<file path="src/rtl/register_file_if.sv">
// Bus between the register file and its clients: instruction-unit renames,
// ROB commits and the two source-operand lookup ports.
interface register_file_if #(
    parameter int ROB_WIDTH = 4
);
    logic                 clear;
    logic                 renameValid;
    logic [4:0]           renameDest;
    logic [ROB_WIDTH-1:0] renameRobId;
    logic                 regUpdateValid;
    logic [4:0]           regUpdateDest;
    logic [31:0]          regValue;
    logic [ROB_WIDTH-1:0] regUpdateRobId;
    logic [4:0]           rs1Addr;
    logic                 rs1Busy;
    logic [ROB_WIDTH-1:0] rs1Dep;
    logic [31:0]          rs1Value;
    logic [4:0]           rs2Addr;
    logic                 rs2Busy;
    logic [ROB_WIDTH-1:0] rs2Dep;
    logic [31:0]          rs2Value;

    modport master (
        output clear, renameValid, renameDest, renameRobId,
        output regUpdateValid, regUpdateDest, regValue, regUpdateRobId,
        output rs1Addr, rs2Addr,
        input  rs1Busy, rs1Dep, rs1Value, rs2Busy, rs2Dep, rs2Value
    );

    modport slave (
        input  clear, renameValid, renameDest, renameRobId,
        input  regUpdateValid, regUpdateDest, regValue, regUpdateRobId,
        input  rs1Addr, rs2Addr,
        output rs1Busy, rs1Dep, rs1Value, rs2Busy, rs2Dep, rs2Value
    );
endinterface

</file>
<file path="src/rtl/register_file.sv">
// Architectural RV32I register file with per-register rename tags (ROB index)
// and combinational source lookup with same-cycle commit bypass.
module register_file #(
    parameter int ROB_WIDTH = 4
) (
    input logic            clockIn,
    input logic            resetIn,
    register_file_if.slave bus
);
    localparam int LOOKUP_W = 1 + ROB_WIDTH + 32;

    logic [31:0]          valueArr [1:31];
    logic                 busyArr  [1:31];
    logic [ROB_WIDTH-1:0] tagArr   [1:31];

    genvar gi;
    generate
        for (gi = 1; gi < 32; gi++) begin : genReg
            logic [31:0]          valueReg;
            logic                 busyReg;
            logic [ROB_WIDTH-1:0] tagReg;
            logic                 commitHit;
            logic                 renameHit;

            assign commitHit = bus.regUpdateValid && (bus.regUpdateDest == 5'(gi));
            assign renameHit = bus.renameValid && (bus.renameDest == 5'(gi));

            // Value always takes the commit; busy/tag priority is clear, then rename,
            // then a commit retiring the newest outstanding rename.
            always_ff @(posedge clockIn or posedge resetIn) begin
                if (resetIn) begin
                    valueReg <= '0;
                    busyReg  <= 1'b0;
                    tagReg   <= '0;
                end else begin
                    if (commitHit) begin
                        valueReg <= bus.regValue;
                    end
                    if (bus.clear) begin
                        busyReg <= 1'b0;
                        tagReg  <= '0;
                    end else if (renameHit) begin
                        busyReg <= 1'b1;
                        tagReg  <= bus.renameRobId;
                    end else if (commitHit && busyReg && (tagReg == bus.regUpdateRobId)) begin
                        busyReg <= 1'b0;
                    end
                end
            end

            assign valueArr[gi] = valueReg;
            assign busyArr[gi]  = busyReg;
            assign tagArr[gi]   = tagReg;
        end
    endgenerate

    // Returns {busy, dep, value}; x0 reads as all zero and never bypasses.
    function automatic logic [LOOKUP_W-1:0] lookup(
        input logic [4:0]           addr,
        input logic                 updValid,
        input logic [4:0]           updDest,
        input logic [ROB_WIDTH-1:0] updRobId,
        input logic [31:0]          updValue
    );
        logic [LOOKUP_W-1:0] result;
        result = '0;
        if (addr != 5'd0) begin
            if (updValid && (updDest == addr) && busyArr[addr] && (tagArr[addr] == updRobId)) begin
                result = {1'b0, tagArr[addr], updValue};
            end else begin
                result = {busyArr[addr], tagArr[addr], valueArr[addr]};
            end
        end
        return result;
    endfunction

    assign {bus.rs1Busy, bus.rs1Dep, bus.rs1Value} =
        lookup(bus.rs1Addr, bus.regUpdateValid, bus.regUpdateDest, bus.regUpdateRobId, bus.regValue);
    assign {bus.rs2Busy, bus.rs2Dep, bus.rs2Value} =
        lookup(bus.rs2Addr, bus.regUpdateValid, bus.regUpdateDest, bus.regUpdateRobId, bus.regValue);
endmodule
</file>
<file path="src/flat_wrapper.sv">
// flat-port wrapper written by rule: the top's interface ports become plain ports
module register_file_flat 
#(
    parameter int ROB_WIDTH = 4
)
  (clockIn, resetIn, bus_clear, bus_renameValid, bus_renameDest, bus_renameRobId, bus_regUpdateValid, bus_regUpdateDest, bus_regValue, bus_regUpdateRobId, bus_rs1Addr, bus_rs2Addr, bus_rs1Busy, bus_rs1Dep, bus_rs1Value, bus_rs2Busy, bus_rs2Dep, bus_rs2Value);
  register_file_if #(.ROB_WIDTH(ROB_WIDTH)) bus_i ();
  input logic clockIn;
  input logic resetIn;
  input wire logic [$bits(bus_i.clear)-1:0] bus_clear;
  input wire logic [$bits(bus_i.renameValid)-1:0] bus_renameValid;
  input wire logic [$bits(bus_i.renameDest)-1:0] bus_renameDest;
  input wire logic [$bits(bus_i.renameRobId)-1:0] bus_renameRobId;
  input wire logic [$bits(bus_i.regUpdateValid)-1:0] bus_regUpdateValid;
  input wire logic [$bits(bus_i.regUpdateDest)-1:0] bus_regUpdateDest;
  input wire logic [$bits(bus_i.regValue)-1:0] bus_regValue;
  input wire logic [$bits(bus_i.regUpdateRobId)-1:0] bus_regUpdateRobId;
  input wire logic [$bits(bus_i.rs1Addr)-1:0] bus_rs1Addr;
  input wire logic [$bits(bus_i.rs2Addr)-1:0] bus_rs2Addr;
  output wire logic [$bits(bus_i.rs1Busy)-1:0] bus_rs1Busy;
  output wire logic [$bits(bus_i.rs1Dep)-1:0] bus_rs1Dep;
  output wire logic [$bits(bus_i.rs1Value)-1:0] bus_rs1Value;
  output wire logic [$bits(bus_i.rs2Busy)-1:0] bus_rs2Busy;
  output wire logic [$bits(bus_i.rs2Dep)-1:0] bus_rs2Dep;
  output wire logic [$bits(bus_i.rs2Value)-1:0] bus_rs2Value;
  assign bus_i.clear = bus_clear;
  assign bus_i.renameValid = bus_renameValid;
  assign bus_i.renameDest = bus_renameDest;
  assign bus_i.renameRobId = bus_renameRobId;
  assign bus_i.regUpdateValid = bus_regUpdateValid;
  assign bus_i.regUpdateDest = bus_regUpdateDest;
  assign bus_i.regValue = bus_regValue;
  assign bus_i.regUpdateRobId = bus_regUpdateRobId;
  assign bus_i.rs1Addr = bus_rs1Addr;
  assign bus_i.rs2Addr = bus_rs2Addr;
  assign bus_rs1Busy = bus_i.rs1Busy;
  assign bus_rs1Dep = bus_i.rs1Dep;
  assign bus_rs1Value = bus_i.rs1Value;
  assign bus_rs2Busy = bus_i.rs2Busy;
  assign bus_rs2Dep = bus_i.rs2Dep;
  assign bus_rs2Value = bus_i.rs2Value;
  register_file #(.ROB_WIDTH(ROB_WIDTH)) u_core (.clockIn(clockIn), .resetIn(resetIn), .bus(bus_i));
endmodule
</file>
<file path="config.mk">
export PLATFORM = sky130hd
export DESIGN_NAME = register_file_flat
export DESIGN_NICKNAME = d
export VERILOG_FILES = /design/src/rtl/register_file_if.sv /design/src/rtl/register_file.sv /design/src/flat_wrapper.sv
export SDC_FILE = /design/constraint.sdc
export NUM_CORES = 2
export LEC_CHECK = 0
export CAP_MARGIN = 10
export CORE_ASPECT_RATIO = 0.7
export CORE_UTILIZATION = 63
export CTS_CLUSTER_DIAMETER = 150
export DETAILED_ROUTE_END_ITERATION = 10
export GPL_ROUTABILITY_DRIVEN = 0
export HOLD_SLACK_MARGIN = 0.06
export MAX_ROUTING_LAYER = met4
export PLACE_DENSITY = 0.81
export SLEW_MARGIN = 0
export SYNTH_ARGS = -nofsm -noshare
export SYNTH_HDL_FRONTEND = slang
export SYNTH_SLANG_ARGS = --single-unit
</file>
<file path="constraint.sdc">
create_clock -name clockIn -period 49.4 [get_ports clockIn]
set_input_delay 9.88 -clock clockIn [delete_from_list [all_inputs] [get_ports clockIn]]
set_output_delay 9.88 -clock clockIn [all_outputs]
set_load 0.03 [all_outputs]
</file>
## After elaboration in Yosys (flattened, before gate mapping)

Index checks and enable logic that the tools add are counted.

| storage, ports and cells | value |
|---|---|
| register bits after elaboration | 1147 |

| operators by class | value |
|---|---|
| equal/unequal tests | 97 |
| order comparisons | 2 |
| mux-type cells | 177 |
| bitwise gates (word level) | 2 |
| reductions and logical operators | 194 |

Operators by type and width:

| kind | count |
|---|---|
| 32-bit binary-select mux with 5-bit select | 2 |
| 4-bit 2-to-1 mux | 66 |
| 5-bit equality test (second input constant) | 32 |
| 37-bit 2-to-1 mux | 4 |
| 4-bit equality test | 33 |
| 1-bit logical AND | 130 |
| 32-bit 2-to-1 mux | 4 |
| 1-bit 2-to-1 mux | 97 |
| 3-bit nonzero test | 31 |
| 5-bit by 4-bit equality test with 1-bit output (second input constant) | 16 |
| 2-bit nonzero test | 31 |
| 4-bit binary-select mux with 5-bit select | 2 |
| 5-bit by 3-bit equality test with 1-bit output (second input constant) | 8 |
| 5-bit by 2-bit equality test with 1-bit output (second input constant) | 4 |
| 6-bit greater-or-equal comparator (second input constant) | 2 |
| 5-bit NOT with 6-bit output | 2 |
| 1-bit binary-select mux with 5-bit select | 2 |
| 5-bit by 1-bit equality test with 1-bit output (second input constant) | 2 |
| 5-bit equality test | 2 |
| 5-bit nonzero test | 2 |

## Longest topological paths before layout

| depth | value |
|---|---|
| word-level depth | 8 |
| mapped depth | 13 |
| mapped depth without buffers | 7 |

## Worst setup path after synthesis

OpenSTA, ideal clock, no wires.

| path | value |
|---|---|
| path type | input -> output |
| start point | input port bus_rs2Addr[0] |
| end point | output port bus_rs2Value[10] |
| slack | 26572 ps |
| data arrival time | 12948 ps |
| buffers on the path | 3 |
| data required time | 39520 ps |
| stages on the path | 9 |
| cells stage by stage | buf_2 -> buf_4 -> mux4_2 -> mux4_2 -> mux2_2 -> xor2_1 -> nor4_4 -> buf_6 -> mux2_2 |

| between the ends | value |
|---|---|
| word-level cells in the longest chain between the ends | 8 |
| elaborated cells between the ends (all ways) | 18 |

RTL lines:

| item | RTL line | source |
|---|---|---|
| start: declaration | flat_wrapper.sv:19 | `input wire logic [$bits(bus_i.rs2Addr)-1:0] bus_rs2Addr;` |
| 5-bit NOT with 6-bit output (not written as such) | register_file.sv:68, register_file.sv:71 |  |
| 4-bit binary-select mux with 5-bit select / 1-bit binary-select mux with 5-bit select (equally long branches) | register_file.sv:68 | `if (updValid && (updDest == addr) && busyArr[addr] && (tagArr[addr] == updRobId)) begin` |
| 4-bit 2-to-1 mux (not written as such) / 1-bit 2-to-1 mux (equally long branches) (2 in series) | register_file.sv:68 |  |
| 4-bit equality test / 1-bit logical AND (equally long branches) | register_file.sv:68 |  |
| 1-bit logical AND | register_file.sv:68 |  |
| 37-bit 2-to-1 mux | register_file.sv:68 |  |
| 37-bit 2-to-1 mux * | register_file.sv:67 | `if (addr != 5'd0) begin` |
| end: declaration | flat_wrapper.sv:25 | `output wire logic [$bits(bus_i.rs2Value)-1:0] bus_rs2Value;` |

Every way passes the cells marked *; elsewhere a longest branch is shown, timed or not. The select of a mux whose other input is x is not followed.

## Worst setup path in the final report

| path | value |
|---|---|
| start point | input port bus_rs2Addr[0] |
| end point | output port bus_rs2Value[18] |

The elaborated chain is that of the path after synthesis.

==> results_dict.tcl <==
set metrics [dict create \
    max_freq_ghz 0.03922 \
    wire_per_inst_um 32.87 \
    holdBufCountCts 0 \
    ys_ff_latch 1147 \
    status "finished clean" \
    grt_pass1_vias 41970 \
    synthTopCellsByCount "1168 x mux2_2, 1147 x dfrtp_1, 594 x mux4_2, 318 x clkbuf_1, 130 x nor2_1" \
    path_class "input pin to primary output" \
    syn_inst 4277 \
    die_y_um 270.0 \
    switching_share 0.2727 \
    synth_top_flop_cell "dfrtp_1" \
    vias 41130 \
    cp-start-kind "input pin" \
    io_buffers 138 \
    fin_crit_ps 25500 \
    p_switching_w 0.0007484 \
    power_frac_clock 0.333 \
    final_area_um2 70280 \
    p_per_area_nw_per_um2 39.05 \
    drc 0 \
    fin_crit_sh 0.5162 \
    async_reset_ff_frac 1.000 \
    cts.repair.resized 0 \
    drive_above_1_share 0.5007 \
    cts.clk_slew.worst_paths_ps 60 \
    drt_iter0_drc 4897 \
    slew_headroom 0.1341 \
    drv_cap 0 \
    overflow 0 \
    finalHoldViolCount 0 \
    dp_hpwl_mm 99.91 \
    row_count 97 \
    synth-edff-count 0 \
    antenna_found_initial 3 \
    grt_pass1_wl_mm 278.6 \
    final_nets 4202 \
    clock_latency_ps 730 \
    fp.dieArea_um2 103900 \
    post-cts-setup-buffer-count 0 \
    path_max_fanout 59 \
    critPathCaptureType "primary output" \
    grt_max_degree 153 \
    leakagePower_nw 30.08 \
    num_io_pins 139 \
    die-width_um 384.8 \
    slew_viol_final 0 \
    final.setup_skew_ps 10.57 \
    fin_setup_tns_ps 0 \
    yosys.area.top_type "dfrtp_1" \
    whs_path_depth 1 \
    arrival_ps 15620 \
    dpl_cell_area_um2 66370 \
    ant_nets 0 \
    ir_drop_uv 34.42 \
    seqPwrFrac 0.446 \
    numCtsBuffers 109 \
    synth_seq_area_share 0.4441 \
    finalWirelength_mm 183.1 \
    synth_top_area_share 0.4441 \
    yosysUniqueCellTypes 58 \
    drtPass1Iterations 6 \
    yosys_warnings 0 \
    track_usage 0.3722 \
    synth.avg_cell_area_um2 15.11 \
    syn_area_um2 64630 \
    syn2layout_area_growth_pct 8.745 \
    fillers 6525 \
    hp-class "register to register" \
    clockBufferDepth 3 \
    rrSetupSlack_ps 47880 \
    syn_nets 4342 \
    worst_pin_slew_ps 1295 \
    setup_viol 0 \
    cts_tree "done" \
    yosys.cell_count.top_type "mux2_2" \
    intPower_w 0.001996 \
    clock-sinks 1147 \
    crit_required_ps 39520 \
    ys_top_cells_by_area "dfrtp_1 44%, mux4_2 21%, mux2_2 20%" \
    vias_per_cell 7.386 \
    rsz0062_at_grt "no" \
    coreArea_um2 100900 \
    initial_utilization 0.6408 \
    clockRootBuffer "clkbuf_16" \
    htree_levels 3 \
    pwr-share-comb 0.221 \
    rr_worst_depth 5 \
]
[stage by stage]
stage / setup WS (ps) / instances / hold WS [ps] / total power (W) / utilization
2_1_floorplan: 7216 / 4277 / 490.5 / 0.001672 / -
3_3_place_gp: 23900 / 5361 / 499.2 / 0.001806 / 0.6581
3_5_place_dp: 23870 / 5361 / 510.1 / 0.001835 / 0.6581
4_1_cts: 23860 / 5565 / 524.3 / 0.002744 / 0.6967
5_1_grt: 23610 / 5569 / 541.2 / 0.002841 / 0.6968
6_report: 23900 / 5569 / 524.0 / 0.002744 / 0.6968
[cell type report]
| type | instances | area [um2] | share of cell area |
|---|---|---|---|
| inverters | 6 | 35.03 | 0.0004985 |
| flip-flops and latches | 1147 | 28700 | 0.4084 |
| clock inverters | 46 | 619.3 | 0.008813 |
| repair buffers | 213 | 1959 | 0.02788 |
| clock buffers | 158 | 3276 | 0.04661 |
| multi-input cells | 2660 | 34010 | 0.4839 |
| well taps | 1336 | 1672 | 0.02379 |
| diodes | 3 | 7.507 | 0.0001068 |
[critical path, cell delays in order]
cell and delay, ps:
buf_8 530, buf_4 750, buf_4 760, nor2b_4 100
buf_4 400, a22o_1 340, mux4_2 440, mux2_2 290
xor2_1 170, nor4_4 320, buf_4 440, mux2_2 400
clkdlybuf4s50_1 590
[sequential cells by signal, indices dropped and copies added, names as in the netlist]
| name | count |
|---|---|
| u_core.genReg.valueReg | 992 |
| u_core.genReg.tagReg | 124 |
| u_core.genReg.busyReg | 31 |
[final timing paths]
path                                                     start                             end
worst max register to register     u_core.genReg[29].tagReg[3]       u_core.genReg[29].busyReg
worst max-delay path                            bus_rs2Addr[0]                bus_rs2Value[18]
worst min-delay path            u_core.genReg[18].valueReg[22]  u_core.genReg[18].valueReg[22]
worst min register to register  u_core.genReg[18].valueReg[22]  u_core.genReg[18].valueReg[22]
min in group asynchronous                              resetIn  u_core.genReg[24].valueReg[28]
max in group asynchronous                              resetIn  u_core.genReg[23].valueReg[12]
[cell families after synthesis]
group                     synth area share
DFF                                 0.4441
muxes                               0.4554
xor gates and xnor gates           0.01897
and+or+nand+nor                    0.02786
buffers and inverters              0.03336
AOI/OAI and AO/OA                  0.02031
[layer usage]
layer / vias up / track usage / wire (um)
li1: 16220 / - / -
met1: 21900 / 0.5167 / 71730
met2: 2503 / 0.5337 / 83580
met3: 509 / 0.1060 / 20710
met4: 0 / 0.1207 / 7052
met5: - / - / 0
[cells in the final DEF (no fill, tap or decap), types with 8 or more instances in the layout]
cell type        count
mux4_1              58
a21oi_1             82
nor4_1              16
clkinvlp_4           8
buf_2                8
clkinv_2            19
o21ai_0             22
clkbuf_8            30
clkdlybuf4s50_1    120
bufinv_16           13
nand4_1             18
nand3_1             52
clkbuf_1            16
mux2i_1             91
nand2b_1            10
mux4_2             594
buf_4               74
xor2_1              68
xnor2_1             72
mux2_4              30
nand2_1             83
nor3_1              11
nor2_4              12
nor2_1             118
clkbuf_16          112
mux2_2            1168
a22o_1              67
dfrtp_1           1147
[power groups by stage]
stage | clock network (W) | logic, W | registers, W
finish | 0.000915 | 0.000606 | 0.00122
detailed placement | 0 | 0.000603 | 0.00123
CTS | 0.000920 | 0.000606 | 0.00122
floorplan | 0 | 0.000480 | 0.00119
global route | 0.000957 | 0.000641 | 0.00124
global placement | 0 | 0.000586 | 0.00122
(Power assumes the default switching activity.)
